## src/rtl/banco_escritura_arbitro.sv

```systemverilog
// Write-port controller for the 32x32 register file: zero-fills every register after
// reset, then round-robin arbitrates the write port between ALU and load writeback.
module banco_escritura_arbitro #(
    parameter int DATA_W = 32,
    parameter int ADDR_W = 5
) (
    input  logic              CLK,
    input  logic              reset,
    input  logic              req0,
    input  logic [ADDR_W-1:0] addr0,
    input  logic [DATA_W-1:0] data0,
    output logic              gnt0,
    input  logic              req1,
    input  logic [ADDR_W-1:0] addr1,
    input  logic [DATA_W-1:0] data1,
    output logic              gnt1,
    output logic [ADDR_W-1:0] A3,
    output logic [DATA_W-1:0] WD3,
    output logic              WE3,
    output logic              init_done
);

    localparam logic [0:0] ST_CLEAR = 1'b0;
    localparam logic [0:0] ST_RUN   = 1'b1;

    logic [0:0]        state_q, state_d;
    logic [ADDR_W-1:0] ptr_q, ptr_d;
    logic              last_q, last_d;
    logic              gnt0_q, gnt0_d;
    logic              gnt1_q, gnt1_d;
    logic [ADDR_W-1:0] a3_q, a3_d;
    logic [DATA_W-1:0] wd3_q, wd3_d;
    logic              we3_q, we3_d;
    logic              init_q, init_d;

    logic              elig0_s;
    logic              elig1_s;
    logic              win1_s;

    // A requester granted last cycle sits out one cycle; on a tie the one not served last wins.
    assign elig0_s = req0 & ~gnt0_q;
    assign elig1_s = req1 & ~gnt1_q;
    assign win1_s  = elig1_s & (~elig0_s | ~last_q);

    // Next-state logic for the clear sequencer and the arbiter.
    always_comb begin
        state_d = state_q;
        ptr_d   = ptr_q;
        last_d  = last_q;
        gnt0_d  = 1'b0;
        gnt1_d  = 1'b0;
        a3_d    = a3_q;
        wd3_d   = wd3_q;
        we3_d   = 1'b0;
        init_d  = init_q;
        case (state_q)
            ST_CLEAR: begin
                we3_d = 1'b1;
                a3_d  = ptr_q;
                wd3_d = {DATA_W{1'b0}};
                ptr_d = ptr_q + {{(ADDR_W-1){1'b0}}, 1'b1};
                if (ptr_q == {ADDR_W{1'b1}}) begin
                    state_d = ST_RUN;
                    init_d  = 1'b1;
                end else begin
                    state_d = ST_CLEAR;
                end
            end
            ST_RUN: begin
                if (elig0_s || elig1_s) begin
                    if (win1_s) begin
                        gnt1_d = 1'b1;
                        a3_d   = addr1;
                        wd3_d  = data1;
                        last_d = 1'b1;
                        we3_d  = (addr1 != {ADDR_W{1'b0}});
                    end else begin
                        gnt0_d = 1'b1;
                        a3_d   = addr0;
                        wd3_d  = data0;
                        last_d = 1'b0;
                        we3_d  = (addr0 != {ADDR_W{1'b0}});
                    end
                end else begin
                    we3_d = 1'b0;
                end
            end
            default: begin
                state_d = ST_CLEAR;
                ptr_d   = {ADDR_W{1'b0}};
                init_d  = 1'b0;
            end
        endcase
    end

    // State and registered outputs; register 0 writes are granted but never enabled.
    always_ff @(posedge CLK or posedge reset) begin
        if (reset) begin
            state_q <= ST_CLEAR;
            ptr_q   <= {ADDR_W{1'b0}};
            last_q  <= 1'b1;
            gnt0_q  <= 1'b0;
            gnt1_q  <= 1'b0;
            a3_q    <= {ADDR_W{1'b0}};
            wd3_q   <= {DATA_W{1'b0}};
            we3_q   <= 1'b0;
            init_q  <= 1'b0;
        end else begin
            state_q <= state_d;
            ptr_q   <= ptr_d;
            last_q  <= last_d;
            gnt0_q  <= gnt0_d;
            gnt1_q  <= gnt1_d;
            a3_q    <= a3_d;
            wd3_q   <= wd3_d;
            we3_q   <= we3_d;
            init_q  <= init_d;
        end
    end

    assign gnt0      = gnt0_q;
    assign gnt1      = gnt1_q;
    assign A3        = a3_q;
    assign WD3       = wd3_q;
    assign WE3       = we3_q;
    assign init_done = init_q;

endmodule

```

## config.mk

```make
export PLATFORM = sky130hd
export DESIGN_NAME = banco_escritura_arbitro
export DESIGN_NICKNAME = d
export VERILOG_FILES = /design/src/rtl/banco_escritura_arbitro.sv
export SDC_FILE = /design/constraint.sdc
export NUM_CORES = 1
export LEC_CHECK = 0
export BUFFER_PORTS_ARGS = -buffer_cell sky130_fd_sc_hd__buf_2
export CAP_MARGIN = 10
export CORE_ASPECT_RATIO = 1.75
export CORE_UTILIZATION = 43
export DETAILED_ROUTE_END_ITERATION = 16
export GPL_TIMING_DRIVEN = 0
export PLACE_DENSITY_LB_ADDON = 0.1
export SLEW_MARGIN = 10
export SYNTH_ARGS = -nofsm -noshare
export SYNTH_HDL_FRONTEND = slang
export SYNTH_SLANG_ARGS = --single-unit
```

## constraint.sdc

```tcl
create_clock -name CLK -period 1.72 [get_ports CLK]
set_input_delay 0.516 -clock CLK [delete_from_list [all_inputs] [get_ports CLK]]
set_output_delay 0.516 -clock CLK [all_outputs]
set_load 0.005 [all_outputs]
```

# Word-level counts from Yosys, hierarchy flattened
# Index checks and enable logic that the tools add are counted.
[totals]
reg_bits = 48
out_inout_bits = 41
[op_classes]
bitwise_logic = 9
eq_ne = 2
mux = 17
add_sub_neg = 1
n_reduce_logical = 5
[op_table]
columns = ["operator", "n"]
rows = [
  ["$mux 32", 2],
  ["$pmux 32 s2", 1],
  ["$mux 1", 10],
  ["$mux 5", 2],
  ["$pmux 5 s2", 1],
  ["$reduce_bool 5->1", 2],
  ["$add 5x1->5 const B", 1],
  ["$eq 5x5->1 const B", 1],
  ["$not 1->1", 5],
  ["$reduce_and 2->1", 2],
  ["$and 1x1->1", 3],
  ["$ne 2x1->1 const B", 1],
  ["$pmux 1 s2", 1],
  ["$logic_or 1x1->1", 1],
  ["$or 1x1->1", 1],
]

# Logic depth before layout (Yosys ltp)
[depth]
ltp_word = 8
ltp_mapped = 5
ltp_nobuf = 4

# Worst setup path before layout
# Ideal clock, no wire load.
[synth_path]
path_kind = "input-to-reg"
startpoint = "input addr0[2]"
endpoint = "register we3_q, in the netlist WE3"
slack_ns = 0.320
cell_stages = 3
path_buffers = 0
arrival_time_ns = 1.262
required_time_ns = 1.582
path_cell_list = "or4_1 -> o22ai_1 -> o221ai_1"
[synth_via]
elab_chain_len = 4
[synth_rtl]
columns = ["element", "line_no", "rtl"]
rows = [
  ["from (decl)", "10", "input logic [ADDR_W-1:0] addr0,"],
  ["$reduce_bool 5->1", "82", "we3_d = (addr0 != {ADDR_W{1'b0}});"],
  ["$mux 1", "71", "if (win1_s) begin"],
  ["$mux 1", "70", "if (elig0_s || elig1_s) begin"],
  ["$pmux 1 s2", "56", "case (state_q)"],
  ["named net we3_d", "33", "logic we3_q, we3_d;"],
  ["to (signal assigned)", "116", "we3_q <= we3_d;"],
  ["to (decl)", "33", ""],
]
# The timed path passes the listed nets, and every way through them passes these cells.
# A chain may end at the register's enable or synchronous reset.

# Worst setup path after layout
[layout_path]
startpoint = "register ptr_q[0]"
endpoint = "register ptr_q[4]"
[layout_via]
elab_chain_len = 1
[layout_rtl]
columns = ["element", "line_no", "rtl"]
rows = [
  ["from (decl)", "27", "logic [ADDR_W-1:0] ptr_q, ptr_d;"],
  ["from (signal assigned)", "100", "ptr_q <= {ADDR_W{1'b0}};"],
  ["from (signal assigned)", "110", "ptr_q <= ptr_d;"],
  ["$add 5x1->5", "61", "ptr_d = ptr_q + {{(ADDR_W-1){1'b0}}, 1'b1};"],
]
# No other way between the ends.

==> reports/metrics.cfg <==
[placed_design]
io_buffer_count=118
place_area_sq_um=3393
dp_hpwl_mm=6.297
dp_slack_ns=0.1293
place_inst=472
gp_congestion=0.7990

[logic_synthesis]
netlist_area_sq_um=2685
synth_edf_count=0
async_flop_share=1.000
yosysTopAreaCell=dfrtp_1
yosys_warnings=0
avgSynthCellArea_sq_um=9.764
yosys-top-cells-area=dfrtp_1 (44%), nand4_1 (17%), o2111ai_1 (12%)
ys_top_cells_by_count=nand4_1 (71), dfrtp_1 (47), nand3_1 (36), o2111ai_1 (36), buf_2 (25)
synth_cells=275
ys.flop_type=dfrtp_1
yosysMostFrequentCell=nand4_1
mappedNetlistNets=355
synth_cell_types=36
ys_ff_latch=48
seq_area_frac_synth=0.4478
synth_top_area_frac=0.4380

[route]
via_per_inst=6.033
drc_errors=0
drt_wl_total_mm=8.667
wl_per_cell_microns=18.06
antenna_left=0
num_vias=2896
first_pass_iters=5
drt_iter0_drc=307

[power]
p_clk_frac=0.269
ir_drop_mv=0.5268
switching_share=0.3100
p_seq_frac=0.437
p_comb_frac=0.295
intPower_mw=2.297
leakagePower_nw=1.686
powerDensity_nw_per_um2=946.0
p_switching_mw=1.032
power_mw=3.330

[global_routing]
grt_max_degree=36
track_usage=0.2739
antenna_found_initial=0
grt_overflow_total=0
grt_first_pass_wirelength_mm=13.45
grt_pass1_vias=2773

[worst_setup_path]
cp.arrival_ns=1.67
required_ns=1.91
ff2ff_path_depth=4
path_class=reg -> reg
cp-start-kind=register
cp_max_fo=4
crit_path_end_kind=register

[status]
status=finished, final reports clean

[sta]
rsz0062_at_grt=no
fmax_mhz=675.2
slew_violations=0
holdWs_ns=0.1615
setup_viol=0
tightest_slew_ns=0.4933
fin_crit_sh=0.8611
setup_ws_ns=0.2389
slew-limit-headroom=0.6712
finClkSkew_ns=0.004752
hold_viol_final=0
period_minus_slack_ns=1.481

[die]
die_w_microns=61.74
placementRows=37
ios=119
die_y_microns=106.5
dieArea_sq_um=6577
start_util=0.4496
coreArea_sq_um=5972

[cts]
clk-insertion-delay-late_ns=0.30
cts.sinks=48
ctsResizeCount=0
cts_tree=done
cts-root-buf=clkbuf_8
clk_pin_slew_ns=0.09
cts_buffer_depth=2
postCtsSetupRepairBufs=0
holdBufCountCts=0
h-tree-depth=2
cts_inserted_buffers=5

[run]
cap_violations=0

[cells_and_area]
fillCellCount=567
diodes=0
finalInstanceArea_sq_um=3520
nets=481
final_cells=480
area_delta_synth_final_pct=31.08
seq_area_sq_um=1202
drive_above_1_share=0.4129
multi_input_area_sq_um=1232

[min_path]
hp-class=in -> async

[power by group through the flow]
stage / logic [mW] / registers [mW] / clock network [mW]
finish: 0.981 / 1.45 / 0.894
global route: 1.09 / 1.48 / 0.943
CTS: 0.986 / 1.45 / 0.907
detailed placement: 0.980 / 1.48 / 0
global placement: 0.970 / 1.47 / 0
floorplan: 0.510 / 1.49 / 0
[critical path, cell delays in order (launching register included)]
cell	delay (ns)
dfrtp_1	0.44
ha_1	0.24
and3_1	0.19
ha_1	0.26
mux2_2	0.25
[registers in the layout, summed over array words and instances, names as in the netlist]
register	count
gnt0	1
gnt1	1
ptr_q	5
WD3	32
last_q	1
state_q	1
WE3	1
A3	5
init_done	1
[worst paths after layout]
kind,start,to,slack (ns)
worst max-delay path,ptr_q[0]$_DFFE_PP0N_,ptr_q[4]$_DFFE_PP0N_,0.24
worst min-delay path,reset,WD3[3]$_DFFE_PP0P_,0.16
worst max register to register,ptr_q[0]$_DFFE_PP0N_,ptr_q[4]$_DFFE_PP0N_,0.24
worst min register to register,init_done$_DFFE_PP0P_,init_done$_DFFE_PP0P_,0.46
max in group asynchronous,reset,last_q$_DFFE_PP1P_,0.99
min in group CLK,init_done$_DFFE_PP0P_,init_done$_DFFE_PP0P_,0.46
[per-layer routing]
layer / global-route usage / part of all wire / routed length (microns)
met1: 0.3352 / 0.39 / 3368
met2: 0.4724 / 0.54 / 4661
met3: 0.04623 / 0.059 / 508
met4: 0.08254 / 0.015 / 129
met5: 0 / 0 / 0
[cell usage in the layout (no fill, tap or decap)]
master / n
nor2_1: 2
a41oi_1: 3
o21ai_1: 1
a21oi_1: 1
or2_2: 2
bufinv_16: 1
o21ai_0: 1
nor2b_1: 4
dfrtp_1: 47
o221ai_1: 1
nand4_1: 71
buf_8: 1
nand2_1: 3
or4_1: 2
nor3_1: 1
buf_2: 143
nand3_1: 36
a31oi_1: 2
buf_12: 1
dfstp_2: 1
and2b_1: 1
nand3b_1: 1
mux2_2: 2
o2111ai_1: 36
o41ai_1: 1
inv_1: 1
ha_1: 2
o22ai_1: 1
and3_1: 1
nand2b_4: 1
buf_6: 2
xnor2_1: 3
buf_4: 2
and3b_1: 1
clkbuf_8: 9
a21o_1: 2
nand2b_1: 1
clkbuf_1: 10
inv_2: 1
[stage by stage]
stage / setup TNS (ns) / util
finish: 0 / 0.5894
global route: 0 / 0.5894
CTS: 0 / 0.5894
detailed placement: 0 / 0.5682
global placement: -31.33 / 0.5648
floorplan: 0 / -
[kinds of logic after synthesis]
family | after synthesis | share of synthesized area
simple gates | 127 | 0.2796
compound gates | 49 | 0.1519
fa+ha+maj | 2 | 0.009318
buf+inv | 44 | 0.09320
flops | 48 | 0.4478
xor+xnor | 3 | 0.009787
mux | 2 | 0.008387
[final cells by class]
type,count,area share
well taps,78,0.02773
plain buffers,42,0.06897
clock buffers,7,0.02737
multi-input cells,183,0.3502
flip-flops and latches,48,0.3416
inverters,2,0.002133
clock inverters,1,0.008532
repair buffers,119,0.1735
Note: power is estimated with default switching activity, not from simulation.
